`src/rtl/branch_pc_unit_pkg.sv`:
```
// Shared head package for the fetch/branch front end: fetch FSM states,
// redirect kinds, the default reset PC and the D-stage comparator opcodes.
package branch_pc_unit_pkg;

  localparam logic [31:0] RESET_PC_DEFAULT = 32'h0000_3000;

  // Fetch FSM: REQ issues pc, WAIT holds the address until ack,
  // HOLD parks a fetched instruction while D is stalled.
  typedef enum logic [1:0] {
    ST_REQ  = 2'd0,
    ST_WAIT = 2'd1,
    ST_HOLD = 2'd2
  } fetch_state_e;

  // Kind of control transfer requested by the D-stage instruction.
  typedef enum logic [1:0] {
    RD_NONE = 2'd0,
    RD_BR   = 2'd1,
    RD_J    = 2'd2,
    RD_JR   = 2'd3
  } redirect_e;

  // Opcodes understood by the D-stage branch comparator.
  typedef enum logic [2:0] {
    CMP_EQ  = 3'd0,
    CMP_NE  = 3'd1,
    CMP_LT  = 3'd2,
    CMP_GE  = 3'd3,
    CMP_LEZ = 3'd4,
    CMP_GTZ = 3'd5
  } cmp_op_e;

  // A fetch address is legal only on a word boundary.
  function automatic logic is_misaligned(input logic [31:0] addr);
    return (addr[1:0] != 2'b00);
  endfunction

endpackage

```
`src/rtl/branch_pc_unit_npc_calc.sv`:
```
// Combinational redirect target calculation for the D-stage instruction.
module npc_calc
  import branch_pc_unit_pkg::*;
(
  input  logic [31:0] d_pc,
  input  logic [15:0] imm16,
  input  logic [25:0] index26,
  input  logic [31:0] jr_target,
  input  logic        br_en,
  input  logic        cmp_cond,
  input  logic        j_en,
  input  logic        jr_en,
  output logic [31:0] target,
  output redirect_e   rtype
);

  logic [31:0] w_br_target;
  logic [31:0] w_j_target;

  // Pick the redirect kind and target, jr beating j beating a taken branch.
  always_comb begin
    w_br_target = d_pc + 32'd4 + {{14{imm16[15]}}, imm16, 2'b00};
    w_j_target  = {d_pc[31:28], index26, 2'b00};
    rtype       = RD_NONE;
    target      = w_br_target;
    if (jr_en) begin
      rtype  = RD_JR;
      target = jr_target;
    end else if (j_en) begin
      rtype  = RD_J;
      target = w_j_target;
    end else if (br_en && cmp_cond) begin
      rtype  = RD_BR;
      target = w_br_target;
    end
  end

endmodule

```
`src/rtl/branch_pc_unit.sv`:
```
// Fetch PC sequencer: drives instruction memory, hands instructions to the
// F/D register and applies branch/jump redirects after the delay slot.
module branch_pc_unit
  import branch_pc_unit_pkg::*;
#(
  parameter logic [31:0] RESET_PC    = RESET_PC_DEFAULT,
  parameter bit          ALIGN_CHECK = 1'b1
) (
  input  logic        clk,
  input  logic        reset,
  input  logic        stall,
  input  logic        br_en,
  input  logic        cmp_cond,
  input  logic        j_en,
  input  logic        jr_en,
  input  logic [31:0] d_pc,
  input  logic [15:0] imm16,
  input  logic [25:0] index26,
  input  logic [31:0] jr_target,
  output logic        imem_req,
  output logic [31:0] imem_addr,
  input  logic        imem_ack,
  output logic [31:0] f_pc,
  output logic        f_valid,
  output logic        adel
);

  fetch_state_e r_state;
  fetch_state_e w_next_state;
  logic [31:0]  r_pc;
  logic         r_pend_valid;
  logic [31:0]  r_pend_target;

  logic [31:0]  w_target;
  redirect_e    w_rtype;
  logic         w_redirect;
  logic         w_deliver;
  logic [31:0]  w_next_pc;

  npc_calc u_npc_calc (
    .d_pc      (d_pc),
    .imm16     (imm16),
    .index26   (index26),
    .jr_target (jr_target),
    .br_en     (br_en),
    .cmp_cond  (cmp_cond),
    .j_en      (j_en),
    .jr_en     (jr_en),
    .target    (w_target),
    .rtype     (w_rtype)
  );

  // Next-state, fetch request and delivery decode; all quiet while reset is held.
  always_comb begin
    w_next_state = r_state;
    w_deliver    = 1'b0;
    imem_req     = 1'b0;
    w_redirect   = reset && !stall && (w_rtype != RD_NONE);
    if (reset) begin
      unique case (r_state)
        ST_REQ, ST_WAIT: begin
          imem_req = 1'b1;
          if (imem_ack) begin
            if (!stall) begin
              w_deliver    = 1'b1;
              w_next_state = ST_REQ;
            end else begin
              w_next_state = ST_HOLD;
            end
          end else begin
            w_next_state = ST_WAIT;
          end
        end
        ST_HOLD: begin
          if (!stall) begin
            w_deliver    = 1'b1;
            w_next_state = ST_REQ;
          end
        end
        default: w_next_state = ST_REQ;
      endcase
    end
    if (w_redirect) begin
      w_next_pc = w_target;
    end else if (r_pend_valid) begin
      w_next_pc = r_pend_target;
    end else begin
      w_next_pc = r_pc + 32'd4;
    end
  end

  // State, PC and one-entry pending-redirect registers.
  always_ff @(posedge clk or negedge reset) begin
    if (!reset) begin
      r_state       <= ST_REQ;
      r_pc          <= RESET_PC;
      r_pend_valid  <= 1'b0;
      r_pend_target <= '0;
    end else begin
      r_state <= w_next_state;
      if (w_deliver) begin
        r_pc         <= w_next_pc;
        r_pend_valid <= 1'b0;
      end else if (w_redirect) begin
        r_pend_valid  <= 1'b1;
        r_pend_target <= w_target;
      end
    end
  end

  assign imem_addr = r_pc;
  assign f_pc      = r_pc;
  assign f_valid   = w_deliver;
  assign adel      = ALIGN_CHECK && w_redirect && is_misaligned(w_target);

endmodule

```
`config.mk`:
```
export PLATFORM = sky130hd
export DESIGN_NAME = branch_pc_unit
export DESIGN_NICKNAME = d
export VERILOG_FILES = /design/src/rtl/branch_pc_unit_pkg.sv /design/src/rtl/branch_pc_unit_npc_calc.sv /design/src/rtl/branch_pc_unit.sv
export SDC_FILE = /design/constraint.sdc
export NUM_CORES = 1
export LEC_CHECK = 0
export CORE_ASPECT_RATIO = 0.6
export CORE_MARGIN = 1
export CORE_UTILIZATION = 25
export DETAILED_ROUTE_END_ITERATION = 8
export PLACE_DENSITY = 0.44
export SYNTH_ARGS = -nofsm -noshare
export SYNTH_HDL_FRONTEND = slang
export SYNTH_HIERARCHICAL = 1
export SYNTH_SLANG_ARGS = --single-unit
```
`constraint.sdc`:
```
create_clock -name clk -period 5.9 [get_ports clk]
set_clock_uncertainty 0.05 [all_clocks]
set_input_delay 1.77 -clock clk [delete_from_list [all_inputs] [get_ports clk]]
set_output_delay 1.77 -clock clk [all_outputs]
set_load 0.1 [all_outputs]
```
==> results, run 1 <==
- In the synthesized netlist, mux cells make up 8.58% of the area.
- The cell count after synthesis came out at 764.
- The layout-stage area growth over the synthesis result is 35.7%.
- OpenSTA, run right after detailed placement, puts the worst setup slack at 243 ps.
- The setup slack after layout is 573 ps.
- The final critical delay including setup and external delays is 5330 ps.
- Setup repair after global routing left no endpoint under its margin.
- The average instance in the mapped netlist occupies 8.59 sq um.
- The min-delay analysis places its worst path in the category flop to flop.
- The slew at the pin closest to its max-slew limit is 1020 ps.
- The HPWL after detailed placement is 17900 um.
- The number of hold buffers added after CTS was 0.
- The first global-routing pass estimated 36000 um of wire.
- The power density over the cells is 479 nW/um^2.
- The post-synthesis adder-cell area fraction is 11.4%.
- For this run, design rule violations remaining after detail routing come to 0.
- The worst pin sits at a relative slew slack of 32.0%.
- Walking the worst path, the cells encountered are clkdlybuf4s50_1 > ha_1 > ha_1 > fa_1 > a211oi_2 > o21ai_2 > o2111a_2 > a211o_2 > o31ai_4 > o21ai_1 > xnor2_1 > a21oi_1 > o221a_2 > a21o_1 > a22o_1.
- The iteration-0 DRC count of the detailed router is 296.
- The congestion estimate from routability-driven global placement came to 0.860.
- Excluding fillers, the count of instances in the completed layout stands at 1263.
- The synthesized net count is 937.
- The final routed wirelength across all metal layers is 23100 um.
- The arrival time at the worst endpoint is 5500 ps.
- The tree built by TritonCTS fans out to 67 sinks.
- By area, the combinational part of the netlist is dominated by compound AO/OA/AOI/OAI gates.
- 181 I/O pins were placed.
- The synthesized netlist devotes 5.21% of its cell area to XOR and XNOR gates.
- The count of flip-flops with a built-in enable after synthesis is 0.
- The worst setup path is launched from an input pin.
- The die is 127 um tall.
- The die area is 26900 sq um.
- In the layout the commonest cells are 176 x sky130_fd_sc_hd__clkdlybuf4s50_1, 66 x sky130_fd_sc_hd__nand2_1, 65 x sky130_fd_sc_hd__dfrtp_1.
- Of all nets on the critical path, the largest fanout is 4.
- The Yosys step of the flow raised 6 warnings.
- The insertion delay to the later sink of the worst-skew pair is 340 ps.
- For this run, the leading register cell type out of synthesis is sky130_fd_sc_hd__dfrtp_1.
- The standard cell core area is 25500 sq um.
- The data required time of the critical path is 6080 ps.
- The compound-gate portion of the synthesized area is 25.8%.
- After clock tree synthesis, the clock-pin slew on the worst setup and hold paths is 60 ps.
- Summed over all layers, the global routing overflow is 0.
- The run finished with clean final reports.
- The die is 211 um wide.
- The critical path's top delay family is compound AO/OA/AOI/OAI gates.
- After synthesis the netlist holds a flip-flop and latch count of 67.
- The clock passes through at most 2 buffers.
- The H-tree generated during clock tree synthesis spans 3 levels.
- The CTS tree is yes.
- For flop-to-flop paths, the worst setup slack is 3350 ps.
- The instance count after placement with tap cells included is 1246.
- The number of antenna violations at the first check in global routing is 1.
- The setup-violating endpoint count in the final report is 0.
- The starting utilization of the core area is 25.7%.
- Cells fill 34.9% of the core in the end.
- The largest net degree at the start of global routing is 66.
- The largest total area in the synthesized netlist belongs to sky130_fd_sc_hd__dfrtp_1.
- The number of global-route vias before repair is 6122.
- The via count normalized by instance count is 4.94.
- The worst hold slack is 455 ps.
- Detailed routing inserted a total of 6238 vias.
- The max-slew violation count is 0.
- In the final timing run, aggregate negative setup slack is 0 ps.
- Dividing the detail-routed wire length by the instance count gives 18.3 um.
- The kind of critical path is input pin to flop.
- The post-synth design cell area is 6560 sq um.
- The most common cell after layout, fill and taps aside is sky130_fd_sc_hd__clkdlybuf4s50_1.
- The portion of synthesized cell area occupied by the leading cell type is 24.8%.
- On the critical path, the stage with the largest delay is an instance of sky130_fd_sc_hd__fa_1.
- The count of buffers added on input and output ports is 180.
- The buffers inserted during post-CTS setup optimization is 0.
- Sorting the synthesized cells by area gives the leading types as sky130_fd_sc_hd__dfrtp_1 25%, sky130_fd_sc_hd__ha_1 11%, sky130_fd_sc_hd__mux2_2 7.0%, sky130_fd_sc_hd__a21oi_1 4.7%, sky130_fd_sc_hd__buf_4 3.8%.
- The cell sitting at the root of the clock tree is a sky130_fd_sc_hd__clkbuf_16.
- The number of maximum-capacitance violations is 0.
- IR analysis of the VDD net gives a maximum drop of 450 uV.
- After layout, the worst path uses 90.3% of the clock period.
- The net count of the finished layout is 1078.
- The detailed-router iteration count before antenna repair is 4.
- The hold violation count in the final report is 0.
- In this design, the critical path's most frequently occurring cell is sky130_fd_sc_hd__ha_1.
- The placement row count is 45.
- Counting both buffers and inverters, the worst setup path holds a total of 1.
- The sort of element at the end of the critical path is a flop.
- Of the total synthesized cell area, the portion taken by AND, OR, NAND and NOR gates is 15.7%.
- The number of nets with antenna violations after detailed routing is 0.
- In the synthesized netlist the async set-or-reset flop fraction comes to 100%.
- For this run, the register share of the synthesized area comes to 25.6%.
- The highest attainable clock frequency is 0.188 GHz.
- The number of buffers inserted during clock tree synthesis is 9.
- The distinct cell type count after synthesis is 81.
- The filler cells instantiated in the layout total 2680.
- The post-route netlist has 12.3% of its cells at a drive strength greater than 1.
- The delay of the slowest cell on the worst path is 440 ps.
- In this run the static leakage power is 0.00355 uW.
- Global routing used 17.3% of the available tracks.
- In this run, post-CTS repair resized a total of 0 instances.
-- metrics by stage --
step	instance area, sq um	total power [uW]
after global routing	8900	4480
final	8900	4270
after floorplan	6560	3030
after CTS	8900	4300
after global placement	8530	3610
after detailed placement	8530	3610
-- area by class of cell --
cell class                 instances  area, sq um  share of cell area (%)
antenna                            1         2.50                  0.0281
clock buffer                       9          225                    2.53
clock inverter                     7          140                    1.57
inverter                          18         67.6                   0.759
multi-input combinational        608         4370                    49.1
sequential                        67         1680                    18.9
tap                              352          440                    4.95
timing repair buffer             201         1970                    22.2
-- cell families (layout without fill, tap and decap cells) --
kind of cell | count (synthesis) | after routing
AO/OA/AOI/OAI | 251 | 251
XOR/XNOR | 39 | 39
adder cells (fa/ha/maj) | 59 | 59
buffers and inverters | 89 | 235
flip-flops | 67 | 67
multiplexers | 51 | 51
other | 0 | 1
AND/OR/NAND/NOR | 208 | 208
-- state kept, by name (all words and copies together) (netlist names) --
name / count
r_pend_target: 32
r_pend_valid: 1
r_state: 2
f_pc: 32
-- worst paths after layout --
| kind | startpoint | end | cells past startpoint |
|---|---|---|---|
| worst max register to register | f_pc[6] | f_pc[24] | 5 |
| worst min register to register | r_pend_target[6] | r_pend_target[6] | 1 |
| min in group asynchronous | reset | r_state[1] | 1 |
| worst min-delay path | r_pend_target[6] | r_pend_target[6] | 1 |
| max in group asynchronous | reset | r_pend_target[8] | 2 |
| worst max-delay path | d_pc[3] | f_pc[31] | 15 |
-- worst register-to-register path, cell delays in order, from the launching register on --
cell                       delay (ps)
sky130_fd_sc_hd__dfrtp_1          480
sky130_fd_sc_hd__nand3_1          430
sky130_fd_sc_hd__nor3_2           630
sky130_fd_sc_hd__nand3_1          360
sky130_fd_sc_hd__xor2_1           250
sky130_fd_sc_hd__a221oi_1         260
-- Yosys cell counts, drive strengths merged (5+ instances only) --
library cell,n
inv,16
a21oi,63
dfrtp,65
mux2i,9
o21a,14
o21ai,65
xor2,17
o22ai,10
clkbuf,25
o31a,5
nand3,17
ha,58
xnor2,22
o21bai,5
nor3,15
nor2,50
nand2b,7
a21o,15
mux2,42
nand2,66
o211ai,15
and3,7
a31oi,7
nor2b,5
o31ai,6
buf,46
or3,16
a211oi,6
a221oi,6
nand4,13
-- layer usage --
layer / vias up / part of all wire [%] / GRT usage, %
met1: 2957 / 52 / 26.2
met2: 174 / 41 / 25.0
met3: 10 / 6.8 / 4.38
met5: - / 0 / 0
met4: 0 / 0.44 / 1.96
li1: 3097 / - / -
-- power by group --
group,internal [uW],total (uW),switching [uW]
registers,656,906,250
clock network,455,670,216
logic,748,2690,1940
total,1860,4270,2410
No activity file was read; power rests on OpenSTA's default activity.
==> run 2: changes to the inputs <==
CORE_UTILIZATION = 28   (was 25)
PLACE_DENSITY = 0.48   (was 0.44)
==> results, run 2 (same netlist as run 1, synthesis figures left out) <==
- Headroom to the max-slew limit came out at 29.6%.
- The hold violation count in the final report is 0.
- The vertical extent of the die is 121 um.
- The initialized floorplan defines 42 standard-cell rows.
- The total grt overflow is 0.
- The worst register-to-register path begins at f_pc[2].
- The analysis attributes to cell leakage a power of 0.00355 uW.
- Measured in cells, the most critical reg-to-reg path has a length of 6.
- The floorplan step set the die width to 200 um.
- The number of placed instances, taps included, is 1206.
- Hold repair after CTS inserted 0 buffers.
- The max-slew violation count is 0.
- The most common cell after layout, fill and taps aside is sky130_fd_sc_hd__clkdlybuf4s50_1.
- In this run the remaining antenna-violating nets after routing total 0.
- The first global-routing pass estimated 35100 um of wire.
- The sink of the worst hold path is r_pend_target[6].
- The peak ir drop on the vdd network is 533 uV.
- Static timing analysis puts the maximum clock frequency at 0.188 GHz.
- Of all nets on the critical path, the largest fanout is 10.
- At the later pin of the worst-skew pair, clock insertion delay measures 340 ps.
- The flip-flop and latch area is 1680 sq um.
- The clock sink total is 67.
- STA puts the critical path data required time at 6130 ps.
- The tree is rooted in a sky130_fd_sc_hd__clkbuf_16.
- The critical path is of the input pin to flop type.
- The final-layout setup total negative slack is 0 ps.
- The tool flagged a number of max-cap violations equal to 0.
- Once the clock tree was built, the resizer swapped 0 gates to a different size.
- For this block, the initial DRC count from the detailed router was 386.
- The reg2reg setup slack is 3350 ps.
- The slew at the pin closest to its max-slew limit is 1050 ps.
- The core region is 22500 sq um.
- The setup-violating endpoint count in the final report is 0.
- In this run the critical register-to-register path is captured at f_pc[28].
- The HPWL after detailed placement is 17600 um.
- STA classifies the critical path startpoint as an input pin.
- In this run the post-CTS setup repair buffer count came out at 0.
- The largest net degree at the start of global routing is 44.
- The number of antenna violations at the first check in global routing is 0.
- The layout net count is 1082.
- The number of global-route vias before repair is 6146.
- The flow ran to the end, and the final reports show no timing, DRC or antenna violations.
- The clock passes through at most 2 buffers.
- The final weighted congestion of routability-driven global placement is 0.874.
- After clock tree synthesis, the clock-pin slew on the worst setup and hold paths is 50 ps.
- The layout has 2408 filler cells.
- For this run, the detailed router's first-pass iteration total came to 5.
- The worst path meets setup with 567 ps of slack.
- The post-placement worst setup slack is 224 ps.
- The overall global routing resource usage is 19.1%.
- The arrival time at the worst endpoint is 5560 ps.
- In the layout the commonest cells are 176 x sky130_fd_sc_hd__clkdlybuf4s50_1, 66 x sky130_fd_sc_hd__nand2_1, 65 x sky130_fd_sc_hd__dfrtp_1.
- The number of DRC violations after detailed routing is 0.
- After layout, the minimum clock period comes to 5330 ps.
- Summing all multi-input logic gate instances after layout gives 4370 sq um.
- In this run the most critical hold path is launched from r_pend_target[6].
- After layout, the worst path uses 90.4% of the clock period.
- The CTS tree is yes.
- The initial utilization of the core area, before any placement, comes to 29.2%.
- Setup repair after global routing left no endpoint under its margin.
- The worst setup path is captured at a flop.
- 181 I/O pins were placed.
- The die area is 24100 sq um.
- During placement, the flow inserted port buffers numbering 180.
- The repair_antennas step left the layout with diodes totalling 0.
- The via count normalized by instance count is 5.15.
- In the final routed layout, each cell accounts on average for 18.3 um.
- The power density over the cells is 470 nW/um^2.
- The worst hold path belongs to the class flop to flop.
- The area growth from synthesis to layout is 34.3%.
- The final route contains 6294 vias.
- The final layout contains routed wiring with a total length of 22300 um.
- The worst hold path depth is 1.
- Cells fill 39.2% of the core in the end.
- Cells with a size suffix above 1 make up 12.6% of the layout.
- After the flow finishes, the layout carries non-filler instances totaling 1222.
- Buffers inserted during clock tree synthesis total 9.
- The level count of the clock H-tree is 3.
==> run 2: changes by cell type in the layout (fill, tap and decap cells not counted) <==
cell and change:
sky130_fd_sc_hd__buf_4 +4, sky130_fd_sc_hd__bufinv_16 -4, sky130_fd_sc_hd__clkbuf_1 +1, sky130_fd_sc_hd__clkbuf_8 +5
sky130_fd_sc_hd__clkinvlp_4 -2, sky130_fd_sc_hd__diode_2 -1
==> run 2: worst max-delay path: stages <==
cell	delay (ps)
sky130_fd_sc_hd__clkdlybuf4s50_1	710
sky130_fd_sc_hd__ha_1	320
sky130_fd_sc_hd__ha_1	310
sky130_fd_sc_hd__a21o_1	170
sky130_fd_sc_hd__a31oi_1	310
sky130_fd_sc_hd__nand2_1	110
sky130_fd_sc_hd__or3_1	410
sky130_fd_sc_hd__a221oi_2	290
sky130_fd_sc_hd__xor2_1	90
sky130_fd_sc_hd__a21oi_1	180
sky130_fd_sc_hd__nor2_1	80
sky130_fd_sc_hd__or4_1	400
sky130_fd_sc_hd__or3_1	310
sky130_fd_sc_hd__nand4_1	90
==> run 2: routing by layer <==
metal | vias to the layer above | global-route usage (%) | part of all wire (%)
met5 | - | 0 | 0
met3 | 13 | 5.02 | 7.8
met1 | 2971 | 29.1 | 52
li1 | 3097 | - | -
met2 | 213 | 26.6 | 40
met4 | 0 | 3.44 | 0.97
==> run 2: through the flow <==
stage	instance area [sq um]	total power [uW]	hold WS, ps
after global routing	8810	4360	469
after floorplan	6560	3030	425
final	8810	4140	456
after global placement	8510	3610	442
after CTS	8810	4170	459
after detailed placement	8510	3610	446
==> run 2: worst max path at each step <==
stage	cells after the start	slack, ps	from	endpoint
finish	14	570	imm16[15]	f_pc[30]
global route	14	320	imm16[15]	f_pc[30]
CTS	14	570	imm16[15]	f_pc[30]
detailed placement	15	220	d_pc[3]	f_pc[31]
global placement	15	290	d_pc[3]	f_pc[31]
floorplan	6	230	j_en	adel
==> run 2: layout make-up <==
class,count,area share (%)
sequential,67,19.1
tap,308,4.37
clock buffer,15,3.38
inverter,18,0.767
multi-input combinational,608,49.6
timing repair buffer,205,22.7
clock inverter,1,0.0568
==> run 2: power breakdown <==
| group | total, uW | switching [uW] | leakage (uW) | internal [uW] |
|---|---|---|---|---|
| combinational | 2690 | 1940 | 0.00259 | 752 |
| clock | 544 | 203 | 0.000152 | 341 |
| sequential | 904 | 247 | 0.000806 | 657 |
==> run 3: changes to the inputs <==
TNS_END_PERCENT = 100   (was default)
==> results of run 3 <==
The final DEF is identical to that of run 2; final timing and power are the same.
